==> src/rtl/decode_queue_if.sv <==
// Fetch-to-decode and decode-to-dispatch handshake bundle.
// Ports: in_* (fetch side, valid/ready), out_* (dispatch side, valid/ready).
interface decode_queue_if;
  logic       in_valid;
  logic [7:0] in_pc;
  logic [7:0] in_instr;
  logic       in_ready;
  logic       out_valid;
  logic       out_ready;
  logic [7:0] out_pc;
  logic [2:0] out_op;
  logic [1:0] out_rd;
  logic [1:0] out_rs;
  logic [7:0] out_imm;
  logic       out_wr_en;
  logic       out_halt;

  modport master (
    output in_valid, in_pc, in_instr, out_ready,
    input  in_ready, out_valid, out_pc, out_op,
    input  out_rd, out_rs, out_imm, out_wr_en, out_halt
  );

  modport slave (
    input  in_valid, in_pc, in_instr, out_ready,
    output in_ready, out_valid, out_pc, out_op,
    output out_rd, out_rs, out_imm, out_wr_en, out_halt
  );
endinterface

==> src/rtl/decode_queue.sv <==
// Decode stage: decodes 8-bit instrs at enqueue into an in-order FIFO.
// Ports: clk, rst, flush, q (slave handshake bundle), count, halted.
module decode_queue #(
  parameter  int DEPTH = 4,
  localparam int AW    = $clog2(DEPTH)
) (
  input  logic          clk,
  input  logic          rst,
  input  logic          flush,
  decode_queue_if.slave q,
  output logic [AW:0]   count,
  output logic          halted
);

  typedef struct packed {
    logic [7:0] pc;
    logic [2:0] op;
    logic [1:0] rd;
    logic [1:0] rs;
    logic [7:0] imm;
    logic       wr_en;
    logic       halt;
  } entry_t;

  typedef enum logic {RUN, HALTED} state_t;

  localparam logic [AW:0] FULL = (AW+1)'(DEPTH);

  entry_t        mem [DEPTH];
  entry_t        dec;
  entry_t        head;
  logic [AW-1:0] wptr;
  logic [AW-1:0] rptr;
  state_t        state_q;
  state_t        state_d;
  logic          enq;
  logic          deq;
  logic          is_nop;
  logic          is_halt;
  logic          is_li;

  assign is_nop  = q.in_instr[7:5] == 3'd0;
  assign is_halt = q.in_instr[7:5] == 3'd7;
  assign is_li   = q.in_instr[7:5] == 3'd5;

  always_comb begin
    dec    = '0;
    dec.pc = q.in_pc;
    dec.op = q.in_instr[7:5];
    unique case (1'b1)
      is_nop: ;
      is_halt: dec.halt = 1'b1;
      is_li: begin
        dec.rd    = q.in_instr[4:3];
        dec.imm   = {5'b0, q.in_instr[2:0]};
        dec.wr_en = 1'b1;
      end
      default: begin
        dec.rd    = q.in_instr[4:3];
        dec.rs    = q.in_instr[2:1];
        dec.wr_en = 1'b1;
      end
    endcase
  end

  // Full queue refuses even if dispatch drains this cycle.
  assign q.in_ready = !rst && (count != FULL) &&
                      (state_q == RUN) && !flush;
  assign q.out_valid = count != '0;
  assign enq = q.in_valid && q.in_ready;
  assign deq = q.out_valid && q.out_ready && !flush;
  assign halted = state_q == HALTED;

  always_comb begin
    state_d = state_q;
    unique case (state_q)
      RUN:    if (enq && dec.halt) state_d = HALTED;
      HALTED: state_d = HALTED;
      default: state_d = RUN;
    endcase
    if (flush) state_d = RUN;
  end

  always_ff @(posedge clk or posedge rst) begin
    if (rst) state_q <= RUN;
    else     state_q <= state_d;
  end

  always_ff @(posedge clk or posedge rst) begin
    if (rst) begin
      wptr  <= '0;
      rptr  <= '0;
      count <= '0;
    end else if (flush) begin
      wptr  <= '0;
      rptr  <= '0;
      count <= '0;
    end else begin
      if (enq) wptr <= wptr + 1'b1;
      if (deq) rptr <= rptr + 1'b1;
      unique case ({enq, deq})
        2'b10:   count <= count + 1'b1;
        2'b01:   count <= count - 1'b1;
        default: count <= count;
      endcase
    end
  end

  always_ff @(posedge clk) begin
    if (enq) mem[wptr] <= dec;
  end

  always_comb begin
    head = '0;
    if (q.out_valid) head = mem[rptr];
  end

  assign q.out_pc    = head.pc;
  assign q.out_op    = head.op;
  assign q.out_rd    = head.rd;
  assign q.out_rs    = head.rs;
  assign q.out_imm   = head.imm;
  assign q.out_wr_en = head.wr_en;
  assign q.out_halt  = head.halt;

endmodule

==> src/flat_wrapper.sv <==
// flat-port wrapper written by rule: the top's interface ports become plain ports
module decode_queue_flat 
#(
  parameter  int DEPTH = 4,
  localparam int AW    = $clog2(DEPTH)
)
  (clk, rst, flush, count, halted, q_in_valid, q_in_pc, q_in_instr, q_out_ready, q_in_ready, q_out_valid, q_out_pc, q_out_op, q_out_rd, q_out_rs, q_out_imm, q_out_wr_en, q_out_halt);
  decode_queue_if q_i ();
  input  logic clk;
  input  logic rst;
  input  logic flush;
  output logic [AW:0] count;
  output logic halted;
  input wire logic [$bits(q_i.in_valid)-1:0] q_in_valid;
  input wire logic [$bits(q_i.in_pc)-1:0] q_in_pc;
  input wire logic [$bits(q_i.in_instr)-1:0] q_in_instr;
  input wire logic [$bits(q_i.out_ready)-1:0] q_out_ready;
  output wire logic [$bits(q_i.in_ready)-1:0] q_in_ready;
  output wire logic [$bits(q_i.out_valid)-1:0] q_out_valid;
  output wire logic [$bits(q_i.out_pc)-1:0] q_out_pc;
  output wire logic [$bits(q_i.out_op)-1:0] q_out_op;
  output wire logic [$bits(q_i.out_rd)-1:0] q_out_rd;
  output wire logic [$bits(q_i.out_rs)-1:0] q_out_rs;
  output wire logic [$bits(q_i.out_imm)-1:0] q_out_imm;
  output wire logic [$bits(q_i.out_wr_en)-1:0] q_out_wr_en;
  output wire logic [$bits(q_i.out_halt)-1:0] q_out_halt;
  assign q_i.in_valid = q_in_valid;
  assign q_i.in_pc = q_in_pc;
  assign q_i.in_instr = q_in_instr;
  assign q_i.out_ready = q_out_ready;
  assign q_in_ready = q_i.in_ready;
  assign q_out_valid = q_i.out_valid;
  assign q_out_pc = q_i.out_pc;
  assign q_out_op = q_i.out_op;
  assign q_out_rd = q_i.out_rd;
  assign q_out_rs = q_i.out_rs;
  assign q_out_imm = q_i.out_imm;
  assign q_out_wr_en = q_i.out_wr_en;
  assign q_out_halt = q_i.out_halt;
  decode_queue #(.DEPTH(DEPTH)) u_core (.clk(clk), .rst(rst), .flush(flush), .q(q_i), .count(count), .halted(halted));
endmodule
==> config.mk <==
export PLATFORM = sky130hd
export DESIGN_NAME = decode_queue_flat
export DESIGN_NICKNAME = d
export VERILOG_FILES = /design/src/rtl/decode_queue_if.sv /design/src/rtl/decode_queue.sv /design/src/flat_wrapper.sv
export SDC_FILE = /design/constraint.sdc
export NUM_CORES = 1
export LEC_CHECK = 0
export CAP_MARGIN = 20
export CORE_MARGIN = 4
export CORE_UTILIZATION = 49
export CTS_CLUSTER_DIAMETER = 100
export CTS_CLUSTER_SIZE = 28
export DETAILED_ROUTE_END_ITERATION = 10
export PLACE_DENSITY = 0.76
export SYNTH_ARGS = -nofsm -noshare
export SYNTH_HDL_FRONTEND = slang
export SYNTH_SLANG_ARGS = --single-unit
==> constraint.sdc <==
create_clock -name clk -period 2.18 [get_ports clk]
set_input_delay 0.218 -clock clk [delete_from_list [all_inputs] [get_ports clk]]
set_output_delay 0.218 -clock clk [all_outputs]
set_load 0.02 [all_outputs]
Yosys cells after proc, flatten, opt, wreduce, memory -nomap -nowiden
Memory sizes are Yosys's and may differ from the RTL's.
Index checks and enable logic that the tools add are counted.
{"block": "word_totals", "regBits": 8, "latchBits": 0, "mem_bits_rw": 80, "mem_bits_ro": 0, "input_bits": 21, "output_inout_bits": 31, "word_cells": 48, "n_memories": 1}
{"block": "op_classes", "n_addsub": 4, "mul": 0, "div": 0, "magnitude_cmp": 0, "n_eq_ne": 5, "shifts": 0, "mux": 17, "n_bitwise": 1, "reduce_logical": 16}
{"memory": "u_core.mem", "words": 4, "word_bits": 20, "rd": 1, "rd_clocked_by_memory_dff": 0, "wr": 1, "line_no": "decode_queue.sv:29", "text": "entry_t mem [DEPTH];"}
{"cell": "2-to-1 mux 25 bit", "count": 1}
{"cell": "2-to-1 mux 2 bit", "count": 6}
{"cell": "logical AND 1 bit", "count": 7}
{"cell": "equality test 3 bit, second input constant", "count": 2}
{"cell": "2-to-1 mux 1 bit", "count": 6}
{"cell": "2-to-1 mux 3 bit", "count": 2}
{"cell": "case mux 3 bit (2 select lines)", "count": 1}
{"cell": "nonzero test 3 bit", "count": 2}
{"cell": "adder 2 x 1 -> 2 bit, second input constant", "count": 2}
{"cell": "nonzero test 2 bit", "count": 2}
{"cell": "adder 3 x 1 -> 3 bit, second input constant", "count": 1}
{"cell": "logical NOT 3 bit", "count": 1}
{"cell": "!= test 3 bit, second input constant", "count": 1}
{"cell": "OR reduction 3 bit", "count": 1}
{"cell": "subtractor 3 x 1 -> 3 bit, second input constant", "count": 1}
{"cell": "equality test 2 x 1 -> 1 bit, second input constant", "count": 1}
{"cell": "equality test 2 bit, second input constant", "count": 1}
{"cell": "logical NOT 1 bit", "count": 2}
{"cell": "case mux 1 bit (2 select lines)", "count": 1}
{"cell": "OR reduction 2 bit", "count": 1}
{"cell": "NOT 1 bit", "count": 1}

Logic depth before layout (Yosys ltp)
{"block": "logic_depth", "word_depth": 9, "ltp_mapped": 8}

Worst setup path after synthesis
OpenSTA, ideal clock, no wires.
{"block": "synth_path", "kind": "reg-to-reg", "start": "reg u_core.state_q, in the netlist u_core.halted", "end": "reg u_core.count[2]", "setup_ns": 0.128, "arrival_ns": 2.353, "slack_ns": -0.301, "stages_incl_launch_ff": 9, "n_path_buf": 1, "synth_period_minus_slack_ns": 2.481, "path_cell_list": "dfrtp_1 -> or4b_4 -> a21oi_4 -> buf_4 -> nor3_1 -> fa_1 -> and2_1 -> mux2i_1 -> mux2_1"}
{"block": "synth_between", "elab_chain_cells": 7, "elab_cells_between_ends": 9, "cone_classes": "2 x eq/ne; 2 x mux; 1 x bitwise; 4 x reduce/logical"}
{"element": "start: declaration", "line_no": "decode_queue.sv:34", "text": "state_t state_q;"}
{"element": "start signal: assignment", "line_no": "decode_queue.sv:86", "text": "else state_q <= state_d;"}
{"element": "NOT 1 bit (*)", "line_no": "decode_queue.sv:68", "text": "(state_q == RUN) && !flush;"}
{"element": "logical AND 1 bit (*)", "line_no": "decode_queue.sv:67", "text": "assign q.in_ready = !rst && (count != FULL) &&"}
{"element": "logical AND 1 bit (*)", "line_no": "decode_queue.sv:68"}
{"element": "logical AND 1 bit (*)", "line_no": "decode_queue.sv:70", "text": "assign enq = q.in_valid && q.in_ready;"}
{"element": "equality test 2 x 1 -> 1 bit or equality test 2 bit (tied branches)", "line_no": "decode_queue.sv:101", "text": "unique case ({enq, deq})"}
{"element": "case mux 3 bit (2 select lines)", "line_no": "decode_queue.sv:101"}
{"element": "2-to-1 mux 3 bit", "line_no": "decode_queue.sv:94", "text": "end else if (flush) begin"}
{"element": "end signal: assignment", "line_no": "decode_queue.sv:102", "text": "2'b10: count <= count + 1'b1;"}
{"element": "end signal: assignment", "line_no": "decode_queue.sv:103", "text": "2'b01: count <= count - 1'b1;"}
{"element": "end signal: assignment", "line_no": "decode_queue.sv:104", "text": "default: count <= count;"}
{"element": "end: declaration", "line_no": "decode_queue.sv:11", "text": "output logic [AW:0] count,"}
Mark *: on every way between the ends. The rest lies on a longest branch, timed or not.
A chain may end at the register's enable or synchronous reset.

Worst setup path in the final report
Ends and elaborated chain as after synthesis.

==> results.py <==
metrics = {
    "run_status": {
        "status": "complete, but fails checks",
        "violations": "negative setup slack",
    },
    "timing": {
        "fin_crit_ns": 2.191,
        "finalCritPeriodShare_pct": 100.5,
        "finalSetupViolCount": 1,
        "setup_tns_ns": -0.01112,
        "fin_skew_ns": 0.009390,
        "rsz0062_at_grt": "true",
        "tightest_slew_ns": 0.5104,
        "fmax_ghz": 0.4564,
        "finalHoldViolCount": 0,
        "slew_violations": 0,
        "slew-limit-headroom_pct": 65.90,
        "worst_slack_ns": -0.01112,
    },
    "floorplanning": {
        "die_h_um": 94.50,
        "dieWidth_um": 94.50,
        "rows": 31,
        "die-area_um2": 8929,
        "num_io_pins": 52,
        "start_util_pct": 50.54,
        "core_um2": 7253,
    },
    "power_and_ir_drop": {
        "p_per_area_nw_per_um2": 1079,
        "p_leak_uw": 0.001658,
        "vdd_drop_max_mv": 0.6007,
    },
    "grt": {
        "antenna_found_initial": 0,
        "grt_use_total_pct": 16.00,
        "gr-usage-met1_pct": 20.00,
        "met3_usage_pct": 3.108,
        "busiest_layer": "met2",
        "grt_pass1_vias": 2079,
        "grt_pass1_wl_mm": 10.48,
        "overflow": 0,
        "met2_usage_pct": 27.13,
        "grt_max_degree": 21,
    },
    "setup_path": {
        "path_class": "flop to flop",
        "cp_max_fo": 2,
        "path_buf_inv": 0,
        "timing.rr.end": "u_core.count[2]",
        "worstPathRequired_ns": 2.41,
        "max_stage_delay_ns": 0.50,
        "reg2regPathDepth": 7,
        "cp_slowest_cell": "or4b_4",
        "crit_path_start_kind": "flop",
        "cp_top_family": "simple AND/OR/NAND/NOR gates",
        "worstReg2RegStart": "u_core.halted",
        "worstSetupPathDepth": 7,
        "cp_data_arrival_time_ns": 2.42,
        "crit_start": "u_core.halted",
        "reg2reg_slack_ns": -0.01,
        "crit_end": "u_core.count[2]",
        "end_kind": "flop",
        "path_cells": "or4b_4 -> a21oi_4 -> nor3_2 -> fa_2 -> and2_4 -> mux2i_1 -> mux2_1",
    },
    "routing": {
        "drc": 0,
        "via_count": 1929,
        "viasPerCell": 5.090,
        "drt-total-wl_mm": 6.406,
        "ant_nets": 0,
        "avgRoutedWirePerCell_um": 16.90,
        "drt_iter0_drc": 94,
        "drt_first_pass_iters": 4,
    },
    "cts": {
        "clockRootBuffer": "clkbuf_8",
        "insertion_delay_ns": 0.35,
        "cts.clk_slew.worst_paths_ns": 0.08,
        "numCtsBuffers": 9,
        "h-tree-depth": 3,
        "cts_sinks": 88,
        "cts_tree": "built",
        "clockBufferDepth": 2,
    },
    "layout": {
        "antennaDiodeCount": 0,
        "nets": 301,
        "final_cells": 379,
        "synthToLayoutAreaGrowth_pct": 27.10,
        "drive_gt1_share_pct": 32.86,
        "nFillCells": 514,
    },
    "logic_synthesis": {
        "netlist_area_um2": 3666,
        "synth-main-ff-cell": "edfxtp_1",
        "ys_warn_count": 0,
        "synth_edf_count": 80,
        "synth-seq-cells": 88,
        "syn_avg_cell_area_um2": 18.52,
        "async_flop_share_pct": 9.091,
        "yosysUniqueCellTypes": 31,
        "synthTopCellsByArea": "edfxtp_1 66%, mux4_2 12%, dfrtp_1 5.5%",
        "yosys.area.top_type": "edfxtp_1",
        "syn_inst": 198,
        "yosys.area.top_type_share_pct": 65.53,
        "yosysSeqAreaShare_pct": 70.99,
    },
    "placed_design": {
        "gp_congestion": 0.7267,
        "placedCellCount": 359,
        "dpl.hpwl_mm": 4.323,
        "io_buffer_count": 46,
    },
    "worst_hold_path": {
        "hp-class": "input pin to async pin",
    },
    "job": {
        "maxCapViolCount": 0,
    },
}
cells in the final DEF, fill, tap and decap left out, drive strengths merged, types with 3 or more instances in the layout:
cell / synthesis / layout
a21oi: 3 / 3
and2: 29 / 29
buf: 8 / 32
clkbuf: 5 / 18
clkdlybuf4s15: 0 / 8
clkdlybuf4s50: 0 / 24
clkinvlp: 0 / 3
conb: 1 / 5
dfrtp: 8 / 8
edfxtp: 80 / 80
ha: 4 / 4
inv: 3 / 5
mux2: 3 / 3
mux4: 20 / 20
nor2: 9 / 9
nor3b: 3 / 3
xor2: 3 / 3
state kept, by name, summed over array words and instances, names as in the netlist:
signal,flops
u_core.mem,80
u_core.wptr,2
u_core.halted,1
u_core.rptr,2
u_core.count,3
how the worst min path moves through the flow:
stage                            to  slack [ns]  cells after the start
finish               u_core.wptr[0]        0.28                      3
global route        u_core.count[0]        0.31                      3
floorplan           u_core.count[0]        0.03                      1
detailed placement   u_core.rptr[1]        0.59                      2
CTS                 u_core.count[2]        0.29                      3
global placement     u_core.wptr[0]        0.58                      1
repair_timing:
| action | CTS | global route |
|---|---|---|
| hold endpoints to repair | 0 | 0 |
| hold buffers | 0 | 0 |
| pin swaps | 0 | 1 |
| resized for setup | 41 | 26 |
| setup buffers | 3 | 1 |
| gates cloned | 0 | 1 |
| endpoints found under the setup margin | 23 | 21 |
synthesized netlist by cell type, types with 3 or more instances:
cell	number
mux4_2	20
nor3b_1	3
inv_1	3
dfrtp_1	8
edfxtp_1	80
buf_4	6
ha_1	4
nor2_1	9
clkbuf_1	5
and2_1	29
worst reg2reg max path: cells and delay by family, from the launching register on:
family / cells / cell delay (ns)
flip-flops: 1 / 0.42
AO/OA/AOI/OAI: 1 / 0.15
AND/OR/NAND/NOR: 3 / 0.71
adder cells (fa/ha/maj): 1 / 0.35
multiplexers: 2 / 0.46
stage by stage:
stage / setup slack (ns) / hold slack [ns] / power (µW) / util (%) / area [µm²]
finish: -0.01112 / 0.2785 / 5026 / 64.24 / 4659
global route: -0.1110 / 0.3095 / 5308 / 64.24 / 4659
CTS: -0.02040 / 0.2872 / 5043 / 64.10 / 4649
detailed placement: -0.3363 / 0.5910 / 3924 / 61.01 / 4425
global placement: -0.2829 / 0.5829 / 3899 / 61.01 / 4425
floorplan: -0.2205 / 0.03359 / 3074 / - / 3694
final cells by class:
class / instances / area (µm²) / area share (%)
clock buffer: 9 / 123.9 / 2.658
clock inverter: 7 / 102.6 / 2.202
inverter: 3 / 11.26 / 0.2417
sequential: 88 / 2606 / 55.93
tap: 99 / 123.9 / 2.658
timing repair buffer: 75 / 680.7 / 14.61
multi-input combinational: 98 / 1011 / 21.70
where the power goes:
part	internal (µW)	switching, µW	leakage, µW
combinational	907	905	0.000724
sequential	1920	65.4	0.000830
clock	656	575	0.000104
logic make-up (layout without fill, tap and decap cells):
| group | after synthesis | in the layout | share of synthesized area (%) |
|---|---|---|---|
| other cells | 1 | 5 | 0.1023 |
| compound gates | 7 | 7 | 1.502 |
| flops | 88 | 88 | 70.99 |
| fa+ha+maj | 5 | 5 | 1.911 |
| xor+xnor | 3 | 3 | 0.9217 |
| simple gates | 53 | 53 | 8.498 |
| mux | 25 | 25 | 13.75 |
| buf+inv | 16 | 94 | 2.321 |
per-layer routing:
| layer | wire [µm] | up-vias |
|---|---|---|
| li1 | - | 903 |
| met1 | 2739 | 974 |
| met2 | 3358 | 43 |
| met3 | 213 | 9 |
| met4 | 95 | 0 |
| met5 | 0 | - |
Power figures use the tool's default switching activity.
